## src/rtl/stopwatch_control.sv

```systemverilog
// stopwatch_control: key debounce, press-event detection and run/stop/lap FSM for a BCD stopwatch.
// Latency: a clean press changes state and outputs DEBOUNCE_CYCLES+3 clock edges after its first low sample.
// Backpressure: none; key events are pulses, and an event arriving with no matching transition is dropped.
//
// Optional feature macro: STOPWATCH_LAP_EN (lap-hold register and LAP state).
//   Undefined: lap is ignored while running, LAP is unreachable, disp_digits = digits_in.
//
// Ports (stopwatch_control):
//   clock        in   1   system clock, all logic on posedge
//   resetn       in   1   synchronous active-low reset
//   key_start_n  in   1   raw start/stop button, low = pressed
//   key_lap_n    in   1   raw lap/clear button, low = pressed
//   digits_in    in  24   live BCD time {min_h, min_l, s_h, s_l, ms_h, ms_l}
//   count_en     out  1   counter advance enable (registered)
//   count_clr    out  1   counter synchronous clear (registered)
//   disp_digits  out 24   BCD digits to the seven-segment decoders
//   state        out  2   CLEARED=0, RUNNING=1, STOPPED=2, LAP=3

// Per-key synchroniser, debouncer and press-event detector.
// Latency: press pulse is valid in the cycle after the debounced level falls (DEBOUNCE_CYCLES+2 edges).
// Backpressure: none; one pulse per debounced press, release is silent.
//
// Ports (stopwatch_debounce):
//   i_clk      in  1  clock
//   i_resetn   in  1  synchronous active-low reset
//   i_settled  in  1  synchroniser refilled with real samples since reset release
//   i_key_n    in  1  raw key, low = pressed
//   o_press    out 1  one-cycle press event
module stopwatch_debounce #(
  parameter int DEBOUNCE_CYCLES = 1000000
) (
  input  logic i_clk,
  input  logic i_resetn,
  input  logic i_settled,
  input  logic i_key_n,
  output logic o_press
);

  localparam int CW = (DEBOUNCE_CYCLES > 1) ? $clog2(DEBOUNCE_CYCLES) : 1;
  localparam logic [CW-1:0] CNT_LAST = CW'(DEBOUNCE_CYCLES - 1);

  logic          r_sync1;
  logic          r_sync2;
  logic          r_stable;
  logic          r_stable_d;
  logic [CW-1:0] r_cnt;
  logic          r_armed;

  always_ff @(posedge i_clk) begin
    if (!i_resetn) begin
      r_sync1    <= 1'b1;
      r_sync2    <= 1'b1;
      r_stable   <= 1'b1;
      r_stable_d <= 1'b1;
      r_cnt      <= '0;
      r_armed    <= 1'b0;
    end else begin
      r_sync1    <= i_key_n;
      r_sync2    <= r_sync1;
      r_stable_d <= r_stable;

      // Count consecutive disagreeing samples; any agreeing sample restarts.
      if (r_sync2 != r_stable) begin
        if (r_cnt == CNT_LAST) begin
          r_stable <= r_sync2;
          r_cnt    <= '0;
        end else begin
          r_cnt <= r_cnt + CW'(1);
        end
      end else begin
        r_cnt <= '0;
      end

      // A key held through reset must be seen released (debounced level high
      // and a real high sample) before any press is honoured. The synchroniser
      // flops reset high, so their first two samples are not trusted.
      if (i_settled && r_stable && r_sync2) begin
        r_armed <= 1'b1;
      end
    end
  end

  assign o_press = r_armed & r_stable_d & ~r_stable;

endmodule

module stopwatch_control #(
  parameter int DEBOUNCE_CYCLES = 1000000
) (
  input  logic        clock,
  input  logic        resetn,
  input  logic        key_start_n,
  input  logic        key_lap_n,
  input  logic [23:0] digits_in,
  output logic        count_en,
  output logic        count_clr,
  output logic [23:0] disp_digits,
  output logic [1:0]  state
);

  typedef enum logic [1:0] {
    ST_CLEARED = 2'd0,
    ST_RUNNING = 2'd1,
    ST_STOPPED = 2'd2,
    ST_LAP     = 2'd3
  } state_t;

  state_t     r_state;
  logic       r_count_en;
  logic       r_count_clr;
  logic [1:0] r_settle;

  state_t     w_state_nxt;
  logic       w_count_en_nxt;
  logic       w_count_clr_nxt;
  logic       w_start_evt;
  logic       w_lap_raw;
  logic       w_lap_evt;
  logic       w_settled;

  // Two edges after reset release the synchronisers hold real key samples.
  always_ff @(posedge clock) begin
    if (!resetn) begin
      r_settle <= 2'd0;
    end else if (r_settle != 2'd2) begin
      r_settle <= r_settle + 2'd1;
    end
  end

  assign w_settled = (r_settle == 2'd2);

  stopwatch_debounce #(
    .DEBOUNCE_CYCLES(DEBOUNCE_CYCLES)
  ) u_db_start (
    .i_clk    (clock),
    .i_resetn (resetn),
    .i_settled(w_settled),
    .i_key_n  (key_start_n),
    .o_press  (w_start_evt)
  );

  stopwatch_debounce #(
    .DEBOUNCE_CYCLES(DEBOUNCE_CYCLES)
  ) u_db_lap (
    .i_clk    (clock),
    .i_resetn (resetn),
    .i_settled(w_settled),
    .i_key_n  (key_lap_n),
    .o_press  (w_lap_raw)
  );

  // Start wins a same-cycle collision; the lap event is discarded.
  assign w_lap_evt = w_lap_raw & ~w_start_evt;

`ifdef STOPWATCH_LAP_EN
  logic        w_hold_load;
  logic [23:0] r_hold;
`endif

  always_comb begin
    w_state_nxt     = r_state;
    w_count_clr_nxt = 1'b0;
`ifdef STOPWATCH_LAP_EN
    w_hold_load     = 1'b0;
`endif
    case (r_state)
      ST_CLEARED: begin
        if (w_start_evt) w_state_nxt = ST_RUNNING;
      end
      ST_RUNNING: begin
        if (w_start_evt) begin
          w_state_nxt = ST_STOPPED;
        end
`ifdef STOPWATCH_LAP_EN
        else if (w_lap_evt) begin
          w_state_nxt = ST_LAP;
          w_hold_load = 1'b1;
        end
`endif
      end
      ST_STOPPED: begin
        if (w_start_evt) begin
          w_state_nxt = ST_RUNNING;
        end else if (w_lap_evt) begin
          w_state_nxt     = ST_CLEARED;
          w_count_clr_nxt = 1'b1;
        end
      end
      ST_LAP: begin
        if (w_start_evt) begin
          w_state_nxt = ST_STOPPED;
        end else if (w_lap_evt) begin
          w_state_nxt = ST_RUNNING;
        end
      end
    endcase
    w_count_en_nxt = (w_state_nxt == ST_RUNNING) || (w_state_nxt == ST_LAP);
  end

  always_ff @(posedge clock) begin
    if (!resetn) begin
      r_state     <= ST_CLEARED;
      r_count_en  <= 1'b0;
      r_count_clr <= 1'b1;
    end else begin
      r_state     <= w_state_nxt;
      r_count_en  <= w_count_en_nxt;
      r_count_clr <= w_count_clr_nxt;
    end
  end

`ifdef STOPWATCH_LAP_EN
  // Hold register only ever captures on the RUNNING->LAP edge.
  always_ff @(posedge clock) begin
    if (!resetn) begin
      r_hold <= 24'h000000;
    end else if (w_hold_load) begin
      r_hold <= digits_in;
    end
  end

  assign disp_digits = (r_state == ST_LAP) ? r_hold : digits_in;
`else
  assign disp_digits = digits_in;
`endif

  assign count_en  = r_count_en;
  assign count_clr = r_count_clr;
  assign state     = r_state;

endmodule

```

## config.mk

```make
export PLATFORM = sky130hd
export DESIGN_NAME = stopwatch_control
export DESIGN_NICKNAME = d
export VERILOG_FILES = /design/src/rtl/stopwatch_control.sv
export SDC_FILE = /design/constraint.sdc
export NUM_CORES = 1
export LEC_CHECK = 0
export CAP_MARGIN = 20
export CORE_ASPECT_RATIO = 0.75
export CORE_MARGIN = 8
export CORE_UTILIZATION = 31
export DETAILED_ROUTE_END_ITERATION = 8
export SLEW_MARGIN = 20
export SYNTH_ARGS = -nofsm -noshare
export SYNTH_HDL_FRONTEND = slang
export SYNTH_SLANG_ARGS = --single-unit
```

## constraint.sdc

```tcl
create_clock -name clock -period 3.1 [get_ports clock]
set_input_delay 0.62 -clock clock [delete_from_list [all_inputs] [get_ports clock]]
set_output_delay 0.62 -clock clock [all_outputs]
set_load 0.02 [all_outputs]
```

Yosys cells after proc, flatten, opt, wreduce, memory -nomap -nowiden:

Index checks and enable logic that the tools add are counted.
Widths: inputs -> output; s select.

* register bits after elaboration: 56
* bits in latches: 0
* RAM bits: 0
* memory bits (read-only): 0
* input bits: 28
* output and inout port bits: 28
* word-level logic and storage cells: 61
* memories: 0

* add/sub/neg operators: 3
* multipliers: 0
* div/mod/pow operators: 0
* magnitude comparators: 0
* equal/unequal tests: 11
* shift operators: 0
* mux-type cells: 10
* bitwise operators: 11
* reductions and logical operators: 10

Operator list (count)
* $add 20x1->20 const B: 2
* $eq 20x20->1 const B: 2
* $mux 2: 6
* $eq 2x2->1 const B: 4
* $pmux 2 s4: 1
* $not 1->1: 6
* $reduce_or 3->1: 2
* $and 1x1->1: 5
* $eq 2x1->1 const B: 2
* $logic_and 1x1->1: 4
* $reduce_and 2->1: 2
* $mux 1: 3
* $add 2x1->2 const B: 1
* $logic_not 2->1: 1
* $ne 1x1->1: 2
* $ne 2x2->1 const B: 1
* $logic_or 1x1->1: 1

Logic depth before layout (Yosys ltp):

* depth after elaboration: 9
* depth in mapped cells: 7
* gate-level depth less buffers: 5

Hierarchy:

From an unflattened synthesis, not the netlist that was laid out.

* cells, all modules: 281
* area, all modules: 2572.5 um2

Modules (own cells, without submodules)
* stopwatch_debounce: times used 2, cells each 119, area an instance 1092.3 um2, seq. area each 500.5 um2
* stopwatch_control: times used 1, cells each 43, area an instance 387.9 um2, seq. area each 100.1 um2

Least setup slack after synthesis:

Ideal clock, no wire load.

* path type: reg-to-reg
* from: register u_db_start.r_cnt[11]
* to: register u_db_start.r_cnt[19]
* setup time: 0.125 ns
* arrival: 1.739 ns
* data required time: 2.975 ns
* slack: 1.235 ns
* stages on the path, launching flop included: 6
* buffers on the path: 1
* period minus slack after synthesis: 1.865 ns
* cell sequence: dfxtp_1 > or4b_1 > or4_4 > o211ai_2 > buf_6 > a21oi_1

* longest elaborated chain between the ends: 2
* elaborated cells between the ends (all ways): 3
* classes of those cells: add/sub: 1; eq/ne: 1; reduce/logical: 1

RTL lines
* start: declaration: line 46 `logic [CW-1:0] r_cnt;`
* start signal: assignment: line 68 `r_cnt <= r_cnt + CW'(1);`
* branches (longest 2 deep; another with $add 20x1->20)

Several ways; the timed one is not identified.
A chain may end at the register's enable or synchronous reset.

Worst setup path after layout:

* from: register u_db_start.r_cnt[11]
* to: register u_db_start.r_cnt[7]

* longest elaborated chain between the ends: 2

RTL lines
* $eq 20x20->1: line 64 `if (r_cnt == CNT_LAST) begin`
* $reduce_or 3->1 (no source line)

No other way between the ends.

==> impl_summary.log <==
INFO  metric worst_clock_skew = 0.0145 ns
INFO  metric die_y = 94.0 um
INFO  metric mappedNetlistNets = 311
INFO  metric placeableCoreArea = 0.00788 mm2
INFO  metric wire_length_per_cell = 11.7 um
INFO  metric synth-main-ff-cell = sky130_fd_sc_hd__dfxtp_1
INFO  metric synth.yosys.seq_area_share = 43.7%
INFO  metric path_buf_inv = 1
INFO  metric multi_input_comb_area = 0.00115 mm2
INFO  metric power_frac_seq = 57.0%
INFO  metric setup.worst_path.end_class = register
INFO  metric synthDominantCellAreaShare = 43.7%
INFO  metric syn_area_per_cell = 8.99 um2
INFO  metric grt_setup_unrepaired = false
INFO  metric initial_core_util = 31.9%
INFO  metric number_of_global_route_vias_before_repair = 1684
INFO  metric fillerInstances = 826
INFO  metric yosys_warnings = 0
INFO  metric port_buffers = 7
INFO  metric path_cells = or4b_1, or4_4, o211ai_2, buf_4, nor2_1
INFO  metric synth_cell_type_count = 39
INFO  metric startpoint_type = register
INFO  metric post_cts.resized_instances = 0
INFO  metric run_status = complete, no violations
INFO  metric final_layout_size_suffix_gt1_share = 5.68%
INFO  metric core.rowCount = 28
INFO  metric synth-edff-count = 0
INFO  metric wl_met1 = 2230 um
INFO  metric worstSetupPathType = reg -> reg
INFO  metric clkLatencyLatePin = 0.31 ns
INFO  metric via_count = 1765
INFO  metric worst-slew-pin-transition = 0.784 ns
INFO  metric final_critical_delay_including_setup_and_external_delays = 2.17 ns
INFO  metric maxCapViolCount = 0
INFO  metric power.ir.vdd_worst = 0.000188 V
INFO  metric diodes = 0
INFO  metric timing.setup.tns = 0 ns
INFO  metric tritoncts = yes
INFO  metric crit_path_max_fanout = 15
INFO  metric slowest_stage = sky130_fd_sc_hd__or4b_1
INFO  metric die_x = 120 um
INFO  metric dpl_worst_slack = 0.903 ns
INFO  metric post_cts_buffers = 0
INFO  metric io-pin-count = 56
INFO  metric antenna_left = 0
INFO  metric hold_viol = 0
INFO  metric layout_top_registers = u_db_lap.r_cnt: 20 flops, u_db_start.r_cnt: 20 flops, r_settle: 2 flops
INFO  metric grt.total_usage = 8.06%
INFO  metric worst_path_dominant_cell_family = simple AND/OR/NAND/NOR gates
INFO  metric netlist_area = 0.00252 mm2
INFO  metric synth.top_cells.by_area = sky130_fd_sc_hd__dfxtp_1 (44%), sky130_fd_sc_hd__buf_4 (7.5%), sky130_fd_sc_hd__xor2_1 (7.3%)
INFO  metric detail_route.iter0.violations = 59
INFO  metric area.sequential = 0.00110 mm2
INFO  metric routability_cong = 0.719
INFO  metric wl_met3 = 175 um
INFO  metric place.detailed.instances = 361
INFO  metric drt-vias-per-instance = 4.78
INFO  metric post_cts_hold_buffer_count = 0
INFO  metric timing.critical_path.required = 3.31 ns
INFO  metric maxUsedRoutingLayer = met4
INFO  metric synth.most_common_cell = sky130_fd_sc_hd__dfxtp_1
INFO  metric ys_top_cells_by_count = sky130_fd_sc_hd__dfxtp_1 (55), sky130_fd_sc_hd__nor2_1 (29), sky130_fd_sc_hd__buf_4 (25), sky130_fd_sc_hd__xor2_1 (21), sky130_fd_sc_hd__nand2_1 (16)
INFO  metric fmax = 461 MHz
INFO  metric worst_path_largest_cell_delay = 0.54 ns
INFO  metric power.switching_fraction = 22.4%
INFO  metric drt_first_pass_iters = 4
INFO  metric post_synth_inst_count = 280
INFO  metric stdcell_count = 369
INFO  metric antenna_found_initial = 0
INFO  metric root_buf_cell = sky130_fd_sc_hd__clkbuf_8
INFO  metric grt_pass1_wl = 7530 um
INFO  metric final_min_period_over_clock_period = 70.0%
INFO  metric cts.htree.levels = 2
INFO  metric final_critical_path_setup_slack = 0.931 ns
INFO  metric cts_num_sinks = 55
INFO  metric cts-buffers-inserted = 5
INFO  metric synth_async_sr_flop_share = 0%
INFO  metric critical_path_arrival = 2.38 ns
INFO  metric combPwrFrac = 5.4%
INFO  metric clock_power_share = 37.6%
INFO  metric switchingPower = 0.291 mW
INFO  metric cts-root-to-sink-buffers = 2
INFO  metric internal_power = 1.01 mW
INFO  metric leakagePower = 0.818 nW
INFO  metric final_max_slew_viol_count = 0
INFO  metric grt_start_max_net_pins = 20
INFO  metric dominant_cell_type_by_area_after_synthesis = sky130_fd_sc_hd__dfxtp_1
INFO  metric met2RoutedLength = 1800 um
INFO  metric dp_hpwl = 3030 um
INFO  metric drc = 0
INFO  metric power.density = 496 mW/mm2
INFO  metric area_growth = 3.88%
INFO  metric setup-violations-final = 0
INFO  metric clk_transition_reported_paths = 0.11 ns
INFO  metric final_net_count = 294
INFO  metric seq_cells_post_synth = 55
INFO  metric total_die_area = 0.0113 mm2
INFO  metric min-delay-path-class = reg -> reg
INFO  metric wirelength = 4300 um
INFO  metric grt_remaining_overflow = 0
INFO  metric max-slew-margin-rel = 47.6%
## worst register-to-register path, delay by kind of cell, from the launching register on
kind                   cells  cell delay (ns)
DFF                        1             0.37
buffers and inverters      1             0.27
and+or+nand+nor            3             1.16
AOI/OAI and AO/OA          1             0.28
## cells in the final DEF (no fill, tap or decap), types with 2 or more instances in the layout
cell	instances
sky130_fd_sc_hd__a21oi_1	12
sky130_fd_sc_hd__a31oi_1	2
sky130_fd_sc_hd__and2_1	5
sky130_fd_sc_hd__and3_1	3
sky130_fd_sc_hd__and4_1	5
sky130_fd_sc_hd__buf_4	2
sky130_fd_sc_hd__clkbuf_8	5
sky130_fd_sc_hd__clkdlybuf4s50_1	7
sky130_fd_sc_hd__dfxtp_1	55
sky130_fd_sc_hd__ha_1	3
sky130_fd_sc_hd__inv_1	8
sky130_fd_sc_hd__nand2_1	16
sky130_fd_sc_hd__nand2b_1	6
sky130_fd_sc_hd__nand3_1	13
sky130_fd_sc_hd__nand4_1	12
sky130_fd_sc_hd__nand4b_1	4
sky130_fd_sc_hd__nor2_1	29
sky130_fd_sc_hd__nor2b_1	2
sky130_fd_sc_hd__nor4_1	3
sky130_fd_sc_hd__o211ai_1	2
sky130_fd_sc_hd__o211ai_2	2
sky130_fd_sc_hd__o21ai_0	12
sky130_fd_sc_hd__o31ai_1	3
sky130_fd_sc_hd__or3_1	7
sky130_fd_sc_hd__or4_1	4
sky130_fd_sc_hd__xnor2_1	7
sky130_fd_sc_hd__xor2_1	21
## power groups by stage
stage / Combinational (mW) / Sequential (mW) / Clock (mW)
4_1_cts: 0.0713 / 0.740 / 0.507
5_1_grt: 0.0789 / 0.743 / 0.525
3_5_place_dp: 0.0696 / 0.756 / 0
2_1_floorplan: 0.0977 / 0.755 / 0
6_report: 0.0697 / 0.740 / 0.489
3_3_place_gp: 0.0675 / 0.755 / 0
## per-layer routing
metal  up-vias  track usage, %
li1        917               -
met1       804            10.2
met2        32            12.5
met3        12            1.92
met4         0            4.46
met5         -               0
## through the flow
step                      cell area (um2)  utilization [%]  hold WS, ns  total power, mW
final                                2620             33.2        0.412             1.30
after global routing                 2620             33.2        0.427             1.35
after CTS                            2620             33.2        0.410             1.32
after detailed placement             2500             31.7        0.393            0.826
after global placement               2500             31.7        0.389            0.823
after floorplan                      2520                -        0.386            0.852
## cell families after synthesis
family          synth area share [%]
compound gates                  8.75
xor+xnor                        9.74
simple gates                    25.8
fa+ha+maj                       1.49
flops                           43.7
buf+inv                         10.5
## final timing paths
check                                           from                   to  slack (ns)  depth (start not counted)
worst min register to register      u_db_lap.r_sync1     u_db_lap.r_sync2        0.41                          1
worst min-delay path                u_db_lap.r_sync1     u_db_lap.r_sync2        0.41                          1
worst max-delay path            u_db_start.r_cnt[11]  u_db_start.r_cnt[7]        0.93                          5
worst max register to register  u_db_start.r_cnt[11]  u_db_start.r_cnt[7]        0.93                          5
## final cells by class
type	count	area share, %
Multi-Input combinational cell	184	44.1
Sequential cell	55	42.1
Tap cell	105	5.02
Timing Repair Buffer	9	3.25
Clock buffer	5	2.63
Clock inverter	3	1.77
Inverter	8	1.15
(Power assumes the default switching activity.)
==> edit (same flow settings) <==
Register the output `disp_digits`, with the module's reset; this adds one clock of latency there. The other outputs are not delayed to match.
--- a/src/rtl/stopwatch_control.sv
+++ b/src/rtl/stopwatch_control.sv
@@ -222,5 +222,11 @@
   assign disp_digits = (r_state == ST_LAP) ? r_hold : digits_in;
 `else
-  assign disp_digits = digits_in;
+  always_ff @(posedge clock) begin
+    if (!resetn) begin
+      disp_digits <= '0;
+    end else begin
+      disp_digits <= digits_in;
+    end
+  end
 `endif
 
Formal check against the unedited RTL: not equivalent (a bounded check fails within 4 cycles, from zero or initial values and one cycle with resetn low).
==> edit against the original RTL <==
Wire length rose by 54%. Final area rose by 53%. First-iteration DRC count rose by 37%. Sequential cell count rose by 24. Setup slack got worse by 94 ps. Die area rose by 18%. Synthesized area rose by 21%. Final cell count rose by 37%. Maximum frequency fell by 4.2%. Largest cell class is now flip-flops and latches.
Power is not compared: it rests on default switching activity, and its combinational part moved more than twofold at a synthesized area within 25%.
==> edit: results (changes against the original RTL) <==
| Metric | Value |
|---|---|
| Status | `finished, final reports clean` |
| GRT Total Usage | `0.1045 (+0.02390)` |
| XOR/XNOR Fraction of Synth Area | `0.08039 (-0.01702)` |
| Layout Nets | `401 (+36%)` |
| CP startpoint | `u_db_start.r_cnt[10]$_SDFF_PP0_` |
| Synth cell count leaders | `dfxtp_1, and2_1, nor2_1` |
| First-pass GRT wire length | `10,930 microns (+45%)` |
| Area contributors post-synth | `dfxtp_1, and2_1, xor2_1` |
| Distinct cells, synth | `42 (+7.7%)` |
| Total number of vias | `2,358 (+34%)` |
| Placed Cells | `491 (+36%)` |
| Mean Syn Cell Area | `9.746 sq um (+8.4%)` |
| I/O Buffers | `55 (+48)` |
| Hpwl dp | `4667 microns (+54%)` |
| 1st-pass router iterations | `4 (unchanged)` |
| CP max FO | `19 (+4)` |
| H-tree Lvls | `3 (+1)` |
| Flop2flop setup slack | `840 ps (-90 ps)` |
| Clock Skew | `8.268 ps (-6.239 ps)` |
| Worst Max-Slew Pin Slew | `615.3 ps (-168.3 ps)` |
| Fmax | `441.8 MHz (-4.2%)` |
| Top Registers | `disp_digits (24), u_db_lap.r_cnt (20), u_db_start.r_cnt (20)` |
| Synth Area in Adders | `0.01231 (-0.002605)` |
| Worst skew pair latency | `330 ps (+20 ps)` |
| Initial DRC Count | `81 (+37%)` |
| Worst-path clk slew | `60 ps (-50 ps)` |
| CP arrival | `2440 ps (+60 ps)` |
| Compound-Gate Fraction of Synth Area | `0.07588 (-0.01159)` |
| Syn Nets | `344 (+11%)` |
| Largest net degree at the start of global routing | `31 (+55%)` |
| Placed instance area | `3724 sq um (+49%)` |
| Via density | `4.651 (-2.8%)` |
| Layout cells sized above 1 | `0.09067 (+0.03385)` |
| RePlAce Congestion | `0.7467 (+3.8%)` |
edit: cell count changes after synthesis, sizes merged, moves of 3 or more:
cell,change
buf,-26
dfxtp,+24
and2,+22
xnor2,+6
xor2,-6
or4,+5
clkbuf,+4
nand2,-4
o21ai,-4
and4,-3
o31ai,+3
edit: cell families after synthesis:
group / Yosys count
compound gates: 36
xor+xnor: 28
fa+ha+maj: 3
buf+inv: 21
flops: 79
simple gates: 146
edit: routing by layer:
| metal | global-route usage | share of wire | wire, microns |
|---|---|---|---|
| met1 | 0.1331 | 0.50 | 3333 |
| met2 | 0.1501 | 0.41 | 2697 |
| met3 | 0.03441 | 0.075 | 501 |
| met4 | 0.06332 | 0.016 | 106 |
| met5 | 0 | 0 | 0 |
edit: worst min-delay path by stage:
stage	start	to	slack, ps	cells after the start
after detailed placement	u_db_start.r_sync1$_SDFF_PN1_	u_db_start.r_sync2$_SDFF_PN1_	400	1
after CTS	u_db_start.r_sync1$_SDFF_PN1_	u_db_start.r_sync2$_SDFF_PN1_	410	1
after global placement	u_db_start.r_sync1$_SDFF_PN1_	u_db_start.r_sync2$_SDFF_PN1_	390	1
after floorplan	u_db_lap.r_sync1$_SDFF_PN1_	u_db_lap.r_sync2$_SDFF_PN1_	390	1
after global routing	u_db_start.r_sync1$_SDFF_PN1_	u_db_start.r_sync2$_SDFF_PN1_	430	1
final	u_db_start.r_sync1$_SDFF_PN1_	u_db_start.r_sync2$_SDFF_PN1_	410	1
edit: power breakdown:
group | total (mW) | internal (mW) | switching (mW)
sequential | 1.07 | 1.05 | 0.0156
combinational | 0.167 | 0.0960 | 0.0714
clock | 1.03 | 0.625 | 0.402
edit: final cells by class:
class                      count  area, sq um  share of cell area
clock buffer                  11        232.7             0.05798
clock inverter                 5        57.56             0.01434
inverter                      10        37.54            0.009352
multi-input combinational    213         1374              0.3423
sequential                    79         1582              0.3940
tap                          132        165.2             0.04115
timing repair buffer          57        565.5              0.1409
edit: critical path: stages (launching register included):
cell and delay, ps:
dfxtp_1 360, or4_1 550, or4_4 580, o21bai_4 510
a21oi_1 110
